**config.mk**
```make
export PLATFORM = sky130hd
export DESIGN_NAME = text_console_writer
export DESIGN_NICKNAME = d
export VERILOG_FILES = /design/src/rtl/text_console_writer.sv
export SDC_FILE = /design/constraint.sdc
export NUM_CORES = 1
export LEC_CHECK = 0
export CORE_MARGIN = 5
export CORE_UTILIZATION = 30
export CTS_BUF_LIST = sky130_fd_sc_hd__clkbuf_4
export DETAILED_ROUTE_END_ITERATION = 12
export PLACE_DENSITY = 0.55
export SYNTH_ARGS = -nofsm -noshare
export SYNTH_HDL_FRONTEND = slang
export SYNTH_SLANG_ARGS = --single-unit
export TNS_END_PERCENT = 100
```
**constraint.sdc**
```tcl
create_clock -name clk50 -period 2.95 [get_ports clk50]
set_input_delay 0.885 -clock clk50 [delete_from_list [all_inputs] [get_ports clk50]]
set_output_delay 0.885 -clock clk50 [all_outputs]
set_load 0.03 [all_outputs]
```
**src/rtl/text_console_writer.sv**
```systemverilog
// text_console_writer: turns a character byte stream into TextGraphic text
// buffer writes with terminal-style cursor handling (CR, LF, BS, FF, wrap).
//
// Ports:
//   clk50, rst_n           clock (also the buffer WClk), async active-low reset
//   ch_data/fg/bg/bl       character code and its attributes
//   ch_valid, ch_ready     accept handshake (accepted when both high on an edge)
//   WAddr, WData, Write    text buffer write port, cell = {bl, bg, fg, char}
//   cursor_row/col         current cursor position
//   busy                   a multi-cycle line or screen clear is running
module text_console_writer #(
  parameter int unsigned COLS   = 120,
  parameter int unsigned ROWS   = 60,
  parameter int unsigned ADDR_W = 13
) (
  input  logic              clk50,
  input  logic              rst_n,
  input  logic [7:0]        ch_data,
  input  logic [3:0]        ch_fg,
  input  logic [3:0]        ch_bg,
  input  logic [1:0]        ch_bl,
  input  logic              ch_valid,
  output logic              ch_ready,
  output logic [ADDR_W-1:0] WAddr,
  output logic [17:0]       WData,
  output logic              Write,
  output logic [5:0]        cursor_row,
  output logic [6:0]        cursor_col,
  output logic              busy
);

  localparam int unsigned ROW_W  = 6;
  localparam int unsigned COL_W  = 7;
  localparam int unsigned ATTR_W = 10;

  localparam logic [ADDR_W-1:0] LAST_ADDR    = ADDR_W'(COLS * ROWS - 1);
  localparam logic [ADDR_W-1:0] COLS_A       = ADDR_W'(COLS);
  localparam logic [COL_W-1:0]  LAST_COL     = COL_W'(COLS - 1);
  localparam logic [ROW_W-1:0]  LAST_ROW     = ROW_W'(ROWS - 1);
  localparam logic [ATTR_W-1:0] DEFAULT_ATTR = {2'b00, 4'h0, 4'hF};
  localparam logic [7:0]        SPACE        = 8'h20;

  typedef enum logic [1:0] {
    S_CLR_SCR,
    S_IDLE,
    S_PUT,
    S_CLR_LINE
  } state_t;

  state_t              state, state_d;
  logic [ROW_W-1:0]    row_d, row_inc;
  logic [COL_W-1:0]    col_d;
  logic [ADDR_W-1:0]   row_base, row_base_d, base_inc;
  logic [ADDR_W-1:0]   clr_addr, clr_addr_d;
  logic [COL_W-1:0]    clr_col, clr_col_d;
  logic [ATTR_W-1:0]   attr, attr_d;
  logic [7:0]          chr, chr_d;
  logic [ADDR_W-1:0]   waddr_d;
  logic [17:0]         wdata_d;
  logic                write_d, ready_d, busy_d;

  // State and registered outputs
  always_ff @(posedge clk50 or negedge rst_n) begin
    if (!rst_n) begin
      state      <= S_CLR_SCR;
      cursor_row <= '0;
      cursor_col <= '0;
      row_base   <= '0;
      clr_addr   <= '0;
      clr_col    <= '0;
      attr       <= DEFAULT_ATTR;
      chr        <= '0;
      WAddr      <= '0;
      WData      <= '0;
      Write      <= 1'b0;
      ch_ready   <= 1'b0;
      busy       <= 1'b0;
    end else begin
      state      <= state_d;
      cursor_row <= row_d;
      cursor_col <= col_d;
      row_base   <= row_base_d;
      clr_addr   <= clr_addr_d;
      clr_col    <= clr_col_d;
      attr       <= attr_d;
      chr        <= chr_d;
      WAddr      <= waddr_d;
      WData      <= wdata_d;
      Write      <= write_d;
      ch_ready   <= ready_d;
      busy       <= busy_d;
    end
  end

  // Next-state, cursor arithmetic and next output values
  always_comb begin
    state_d    = state;
    row_d      = cursor_row;
    col_d      = cursor_col;
    row_base_d = row_base;
    clr_addr_d = clr_addr;
    clr_col_d  = clr_col;
    attr_d     = attr;
    chr_d      = chr;
    waddr_d    = WAddr;
    wdata_d    = WData;
    write_d    = 1'b0;

    // Next line wraps to row 0 without scrolling; base tracks row*COLS.
    if (cursor_row == LAST_ROW) begin
      row_inc  = '0;
      base_inc = '0;
    end else begin
      row_inc  = cursor_row + ROW_W'(1);
      base_inc = row_base + COLS_A;
    end

    case (state)
      S_CLR_SCR: begin
        write_d    = 1'b1;
        waddr_d    = clr_addr;
        wdata_d    = {attr, SPACE};
        clr_addr_d = clr_addr + ADDR_W'(1);
        if (clr_addr == LAST_ADDR) begin
          state_d    = S_IDLE;
          row_d      = '0;
          col_d      = '0;
          row_base_d = '0;
          clr_addr_d = '0;
        end
      end

      S_IDLE: begin
        if (ch_valid && ch_ready) begin
          attr_d = {ch_bl, ch_bg, ch_fg};
          chr_d  = ch_data;
          case (ch_data)
            8'h0D: col_d = '0;
            8'h0A: begin
              col_d      = '0;
              row_d      = row_inc;
              row_base_d = base_inc;
              clr_col_d  = '0;
              state_d    = S_CLR_LINE;
            end
            8'h08: begin
              if (cursor_col != '0) col_d = cursor_col - COL_W'(1);
            end
            8'h0C: begin
              clr_addr_d = '0;
              state_d    = S_CLR_SCR;
            end
            // Other control codes are swallowed; 0x20 and up are printed.
            default: begin
              if (ch_data[7:5] != 3'b000) state_d = S_PUT;
            end
          endcase
        end
      end

      S_PUT: begin
        write_d = 1'b1;
        waddr_d = row_base + ADDR_W'(cursor_col);
        wdata_d = {attr, chr};
        if (cursor_col == LAST_COL) begin
          col_d      = '0;
          row_d      = row_inc;
          row_base_d = base_inc;
          clr_col_d  = '0;
          state_d    = S_CLR_LINE;
        end else begin
          col_d   = cursor_col + COL_W'(1);
          state_d = S_IDLE;
        end
      end

      S_CLR_LINE: begin
        write_d   = 1'b1;
        waddr_d   = row_base + ADDR_W'(clr_col);
        wdata_d   = {attr, SPACE};
        clr_col_d = clr_col + COL_W'(1);
        if (clr_col == LAST_COL) state_d = S_IDLE;
      end

      default: state_d = S_IDLE;
    endcase

    ready_d = (state_d == S_IDLE);
    busy_d  = (state_d == S_CLR_SCR) || (state_d == S_CLR_LINE);
  end

endmodule

```
After elaboration in Yosys (flattened, before gate mapping)
Cells that the tools add are included.

Add/sub/neg operators: 8. Equal/unequal tests: 20. Reductions and logical operators: 20. Multiplexer cells: 36.

Operator list (count): $mux W13 (8); $pmux W13 S3 (2); $mux W7 (7); $pmux W7 S3 (2); $pmux W18 S2 (1); $eq A8 B4 Y1 const B (4); $mux W6 (5); $add A13 B7 Y13 (2); $pmux W13 S2 (1); $pmux W6 S3 (1); $add A7 B1 Y7 const B (2); $eq A7 B7 Y1 const B (2); $pmux W7 S2 (1); $add A13 B1 Y13 const B (1); $add A13 B7 Y13 const B (1); $eq A13 B13 Y1 const B (1); $reduce_bool A3 Y1 (4); $mux W2 (5); $ne A2 B2 Y1 const B (5); $reduce_and A5 Y1 (2); $pmux W2 S4 (1); $reduce_bool A7 Y1 (1); $sub A7 B1 Y7 const B (1); $add A6 B1 Y6 const B (1); 15 further kinds (23).

Word-level logic and storage cells: 97. Output and inout bits: 47. Input bits: 21. Register bits after elaboration: 100.

Depth between registers and ports, before layout
Gate-level depths: netlist of run 1.

Depth after elaboration: 7. Gate-level depth with buffers: 10. Depth with buffers taken out: 9.

Least setup slack after synthesis of run 1
Ideal clock, no wire load.

Path type: in2reg. From: input ch_data[5]. To: register clr_col[6]. Library setup time: 0.110 ns. Slack: 0.258 ns. Data arrival time: 2.582 ns. Required time: 2.840 ns. Cell stages on the path: 6. Buffers on the path: 1. Cells stage by stage: nor3_2 > a41oi_1 > or4_1 > clkbuf_1 > or2_2 > o41ai_1.

Cells in the longest elaborated chain, start to end: 3.

Ends and longest elaborated chain: start: declaration (RTL line 18) `input logic [7:0] ch_data,`; $eq A8 B4 Y1 (RTL line 137) `case (ch_data)`; $ne A2 B2 Y1 (no source line); $reduce_and A4 Y1 (no source line); end signal: assignment (RTL line 84) `clr_col <= clr_col_d;`; end: declaration (RTL line 55) `logic [COL_W-1:0] clr_col, clr_col_d;`.

Every way passes these cells. A chain may end at the register's enable or synchronous reset.

Worst setup path after layout of run 1
From: register cursor_col[3]. To: output cursor_col[3].

RTL lines: start: declaration (RTL line 28) `output logic [6:0] cursor_col,`; start signal: assignment (RTL line 81) `cursor_col <= col_d;`.

No word-level cell between the ends.

==> results.sh, run 1 <==
export IMPL_post_route_period_util_pct=93.2
export IMPL_wl_met3_microns=836
export IMPL_critical_path_class="reg2out"
export IMPL_ctsHoldBuffers=0
export IMPL_post_place_cells=833
export IMPL_vias=4520
export IMPL_synth_ff_type="dfrtp_1"
export IMPL_synth_edf_count=0
export IMPL_vias_per_cell=5.32
export IMPL_synth_distinct_cells=67
export IMPL_power_leakage_nw=2.74
export IMPL_yosys_warnings=0
export IMPL_crit_chain="clkdlybuf4s50_1"
export IMPL_cts_setup_buffers=0
export IMPL_yosysMostFrequentCell="dfrtp_1"
export IMPL_pin_count=68
export IMPL_cp_startpoint="cursor_col[3]$_DFFE_PN0P_"
export IMPL_min_period_ns=2.75
export IMPL_setup_viol=0
export IMPL_slowest_delay_ns=0.76
export IMPL_required_ns=2.07
export IMPL_synthArstFlopShare_pct=100
export IMPL_arrival_ns=1.87
export IMPL_ir_drop_mv=0.474
export IMPL_die_area_sq_um=20400
export IMPL_num_rows=48
export IMPL_diodes=0
export IMPL_synth_seq_cells=97
export IMPL_cp_top_family="buffers and inverters"
export IMPL_globalRouteOverflowTotal=0
export IMPL_wl_met2_mm=6.25
export IMPL_power_total_w=0.00656
export IMPL_clock_root_buffer="clkbuf_4"
export IMPL_netlist_area_leader_share_pct=44.0
export IMPL_initial_utilization_pct=30.6
export IMPL_path_clk_slew_ns=0.16
export IMPL_layout_drive_gt1_share_pct=16.5
export IMPL_synthTopCellsByArea="dfrtp_1 44%, mux2_2 6.8%, o21ai_0 5.3%"
export IMPL_syn_to_final_growth_pct=24.6
export IMPL_drtIter0Drc=354
export IMPL_core_area_sq_um=17300
export IMPL_nets=660
export IMPL_max_slew_margin_rel_pct=52.4
export IMPL_fin_skew_ns=0.0293
export IMPL_synthCells=533
export IMPL_grt_pass1_vias=4480
export IMPL_outcome="finished, final reports clean"
export IMPL_first_pass_iters=5
export IMPL_ys_seq_area_share_pct=45.9
export IMPL_cts_max_level=3
export IMPL_totalWireLength_mm=13.8
export IMPL_gp_congestion=0.849
export IMPL_path_buf_inv=1
export IMPL_hp_class="in2async"
export IMPL_cts_repair_resized=0
export IMPL_slowest_stage="clkdlybuf4s50_1"
export IMPL_syn_nets=574
export IMPL_finalHoldViolCount=0
export IMPL_wl_met1_mm=6.40
export IMPL_worst_pin_slew_ns=0.712
export IMPL_grt_pass1_wl_mm=22.9
export IMPL_fill_cells=1726
export IMPL_synth_commonest_cells="93 x dfrtp_1, 56 x o21ai_0, 35 x nand2_1"
export IMPL_drv_slew=0
export IMPL_hold_ws_ns=0.326
export IMPL_clockBufferDepth=2
export IMPL_cp_max_fo=13
export IMPL_synth_area_sq_um=5290
export IMPL_route_antenna_remaining_nets=0
export IMPL_die_h_microns=143
export IMPL_drv_cap=0
export IMPL_port_buffers=67
export IMPL_fin_cells=849
export IMPL_clock_latency_ns=0.48
export IMPL_crit_reg2reg_launch="clr_addr[8]$_DFFE_PN0P_"
export IMPL_drc=0
export IMPL_cts_buffers=9
export IMPL_wl_per_cell_microns=16.2
export IMPL_start_kind="flop"
export IMPL_pwr_density_cell_nw_per_um2=994
export IMPL_maxUsedRoutingLayer="met4"
export IMPL_cts_sink_count=97
export IMPL_rsz0062_at_grt="no"
export IMPL_cp_end_kind="output pin"
export IMPL_synth_area_leader_cell="dfrtp_1"
export IMPL_max_freq_mhz=364
export IMPL_antenna_found_initial=0
export IMPL_grt_max_degree=65
export IMPL_cts_tree="yes"
export IMPL_syn_mean_instance_area_sq_um=9.93
export IMPL_grt_usage_pct=13.9
export IMPL_die_w_microns=143
export IMPL_place_hpwl_mm=10.1
-- cells in the final DEF, fill, tap and decap left out, drive strengths merged, types with 8 or more instances in the layout --
master	n
nor2	30
clkdlybuf4s50	66
mux2	32
mux2i	8
inv	21
and3	8
nand3	25
a21oi	15
ha	20
clkbuf	9
dfrtp	93
o21ai	56
nand2	35
nor2b	8
o31ai	17
buf	43
-- report_power, final --
part | total (W) | switching (W) | leakage [nW] | internal, W
combinational | 0.00357 | 0.00201 | 1.42 | 0.00156
clock | 0.000823 | 0.000479 | 0.0839 | 0.000344
sequential | 0.00217 | 0.000367 | 1.24 | 0.00180
-- final cells by class --
type	instances	area [sq um]	share of cell area (%)
clock buffers	9	67.6	1.02
clock inverters	7	93.8	1.42
inverters	20	75.1	1.14
multi-input cells	382	2650	40.2
flip-flops and latches	97	2430	36.9
well taps	225	282	4.27
repair buffers	109	996	15.1
-- worst paths after layout --
check | end | slack (ns) | cells past startpoint
worst max-delay path | cursor_col[3] | 0.20 | 1
worst min-delay path | attr[8]$_DFFE_PN0P_ | 0.33 | 1
worst max register to register | row_base[10]$_DFFE_PN0P_ | 0.26 | 5
worst min register to register | WAddr[5]$_DFFE_PN0P_ | 0.49 | 1
max in group asynchronous | attr[2]$_DFFE_PN1P_ | 1.89 | 2
min in group clk50 | WAddr[5]$_DFFE_PN0P_ | 0.49 | 1
-- state kept, by name, indices dropped and copies added, names as in the netlist, 6 cells and up --
register / count
WAddr: 13
WData: 18
attr: 10
chr: 8
clr_addr: 13
clr_col: 7
cursor_col: 7
cursor_row: 6
row_base: 10
-- metrics by stage --
step	TNS (ns)	utilization (%)	area (sq um)	worst slack, ns
after global placement	-0.352	37.2	6430	-0.0738
after floorplan	0	-	5290	0.258
after global routing	0	38.1	6600	0.0934
final	0	38.1	6600	0.200
after CTS	0	38.1	6600	0.148
after detailed placement	-1.09	37.2	6430	-0.116
-- layer usage --
| layer | vias up | GRT usage (%) |
|---|---|---|
| li1 | 2169 | - |
| met3 | 23 | 3.58 |
| met2 | 145 | 20.9 |
| met1 | 2183 | 19.2 |
| met4 | 0 | 5.50 |
| met5 | - | 0 |
-- cell families (layout without fill, tap and decap cells) --
family	count (synthesis)	in the layout	share of synthesized area, %
fa+ha+maj	20	20	4.73
mux	40	40	8.32
compound gates	154	154	19.9
simple gates	165	165	16.6
xor+xnor	3	3	0.496
flops	97	97	45.9
buf+inv	54	145	3.99
Note: power is estimated with default switching activity, not from simulation.
==> run 2: changes to the inputs <==
Settings changed: CELL_PAD_IN_SITES_DETAIL_PLACEMENT set to 1, CELL_PAD_IN_SITES_GLOBAL_PLACEMENT set to 1, CTS_CLUSTER_DIAMETER set to 120, PLACE_DENSITY 0.55 to 0.65.
==> run 2 against run 1 <==
  * Clock skew down 0.012 ns
  * Worst hold slack worse by 0.021 ns
  * Clock power down 11%
  * Die area did not move
  * Critical endpoint unchanged
==> results.sh, run 2 (same netlist as run 1, synthesis figures left out) <==
export IMPL_outcome="finished, final reports clean"
export IMPL_regMostFlops="WData"
export IMPL_cts_tree="yes"
export IMPL_clock_root_buffer="clkbuf_4"
export IMPL_clock_latency_ns=0.49
export IMPL_syn_to_final_growth_pct=23.1
export IMPL_final_cell_mix="93 x dfrtp_1, 66 x clkdlybuf4s50_1, 56 x o21ai_0"
export IMPL_ctsHoldBuffers=0
export IMPL_path_clk_slew_ns=0.18
export IMPL_hp_class="in2async"
export IMPL_seq_power_share_pct=33.3
export IMPL_critical_path_class="reg2out"
export IMPL_clockBufferDepth=2
export IMPL_pin_count=68
export IMPL_cp_startpoint="cursor_col[3]$_DFFE_PN0P_"
export IMPL_drv_cap=0
export IMPL_cp_top_family="buffers and inverters"
export IMPL_grt_pass1_vias=4898
export IMPL_required_ns=2.07
export IMPL_cp_end_kind="output pin"
export IMPL_reg2regPathDepth=8
export IMPL_pwr_density_cell_nw_per_um2=999
export IMPL_worst_path_stages=1
export IMPL_cp_max_fo=13
export IMPL_grt_usage_pct=15.7
export IMPL_wl_per_cell_microns=18.3
export IMPL_port_buffers=67
export IMPL_finalHoldViolCount=0
export IMPL_start_kind="flop"
export IMPL_crit_reg2reg_launch="state[1]$_DFF_PN0_"
export IMPL_max_slew_margin_rel_pct=35.1
export IMPL_initial_utilization_pct=30.6
export IMPL_setup_tns_ns=0
export IMPL_drv_slew=0
export IMPL_nets=652
export IMPL_die_w_microns=143
export IMPL_core_area_sq_um=17300
export IMPL_p_int_w=0.00352
export IMPL_crit_chain="clkdlybuf4s50_1"
export IMPL_num_rows=48
export IMPL_reg_top3="WData x18, WAddr x13, clr_addr x13"
export IMPL_power_leakage_nw=2.69
export IMPL_gp_congestion=0.842
export IMPL_vias=4559
export IMPL_pwr_share_comb_pct=55.5
export IMPL_slowest_stage="clkdlybuf4s50_1"
export IMPL_rsz0062_at_grt="no"
export IMPL_post_route_period_util_pct=94.7
export IMPL_final_common_cell="dfrtp_1"
export IMPL_switching_share_pct=46.0
export IMPL_route_antenna_remaining_nets=0
export IMPL_grt_max_degree=70
export IMPL_cts_sink_count=97
export IMPL_arrival_ns=1.91
export IMPL_ir_drop_mv=0.496
export IMPL_max_freq_mhz=358
export IMPL_fin_skew_ns=0.0172
export IMPL_p_clk_share_pct=11.3
export IMPL_cts_setup_buffers=0
export IMPL_cts_max_level=3
export IMPL_worst_pin_slew_ns=0.965
export IMPL_p_sw_w=0.00300
export IMPL_path_buf_inv=1
export IMPL_layout_drive_gt1_share_pct=15.7
export IMPL_fill_cells=1978
export IMPL_rrSetupSlack_ns=0.18
export IMPL_largest_reg_flops=18
export IMPL_hold_ws_ns=0.304
export IMPL_antenna_found_initial=1
export IMPL_drtIter0Drc=253
export IMPL_grt_pass1_wl_mm=25.7
export IMPL_cts_repair_resized=0
export IMPL_cts_buffers=9
export IMPL_globalRouteOverflowTotal=0
export IMPL_drc=0
export IMPL_min_period_ns=2.79
export IMPL_place_hpwl_mm=11.4
export IMPL_die_area_sq_um=20400
export IMPL_first_pass_iters=4
export IMPL_vias_per_cell=5.41
export IMPL_setup_viol=0
export IMPL_totalWireLength_mm=15.4
export IMPL_slowest_delay_ns=0.76
export IMPL_die_h_microns=143
run 2: through the flow:
stage | power (W) | std cells | instance area (sq um) | setup WS, ns | utilization [%]
3_3_place_gp | 0.00569 | 825 | 6380 | -0.0456 | 36.9
4_1_cts | 0.00661 | 841 | 6520 | 0.0779 | 37.7
6_report | 0.00651 | 842 | 6520 | 0.156 | 37.7
5_1_grt | 0.00701 | 842 | 6520 | 0.0321 | 37.7
3_5_place_dp | 0.00584 | 825 | 6380 | -0.111 | 36.9
2_1_floorplan | 0.00436 | 533 | 5290 | 0.258 | -
run 2: metal layers:
layer	share of wire [%]	up-vias	GRT usage, %
met4	1.7	0	5.60
met5	0	-	0
met2	49	71	25.7
li1	-	2144	-
met3	4.0	19	3.58
met1	46	2325	20.4
run 2: worst paths after layout:
kind | end
setup / recovery | cursor_col[3]
hold / removal | WAddr[1]$_DFFE_PN0P_
setup reg to reg | WAddr[12]$_DFFE_PN0P_
hold reg to reg | WAddr[5]$_DFFE_PN0P_
max in group asynchronous | attr[0]$_DFFE_PN1P_
min in group clk50 | WAddr[5]$_DFFE_PN0P_
run 2: worst reg2reg max path, stage by stage, from the launching register on:
cell       delay (ns)
dfrtp_1          0.49
ha_1             0.36
mux2_2           0.42
ha_1             0.32
nand3_1          0.10
a21oi_1          0.30
o2111ai_1        0.17
xnor2_1          0.19
a221o_1          0.34
run 2: area by class of cell:
type / count / area, sq um / share of cell area, %
sequential: 97 / 2430 / 37.3
antenna: 1 / 2.50 / 0.0384
multi-input combinational: 382 / 2650 / 40.7
inverter: 20 / 75.1 / 1.15
timing repair buffer: 101 / 936 / 14.4
clock inverter: 7 / 71.3 / 1.09
clock buffer: 9 / 67.6 / 1.04
tap: 225 / 282 / 4.32
run 2: power by group through the flow:
stage / clock, W / sequential [W] / combinational [W]
2_1_floorplan: 0 / 0.00252 / 0.00184
3_3_place_gp: 0 / 0.00216 / 0.00353
3_5_place_dp: 0 / 0.00220 / 0.00364
4_1_cts: 0.000775 / 0.00217 / 0.00366
5_1_grt: 0.000824 / 0.00224 / 0.00395
6_report: 0.000734 / 0.00217 / 0.00361
==> run 3: changes to the inputs <==
Settings changed: GPL_ROUTABILITY_DRIVEN set to 0.
==> results of run 3 <==
Final layout, timing and power as in run 2 (identical DEF).
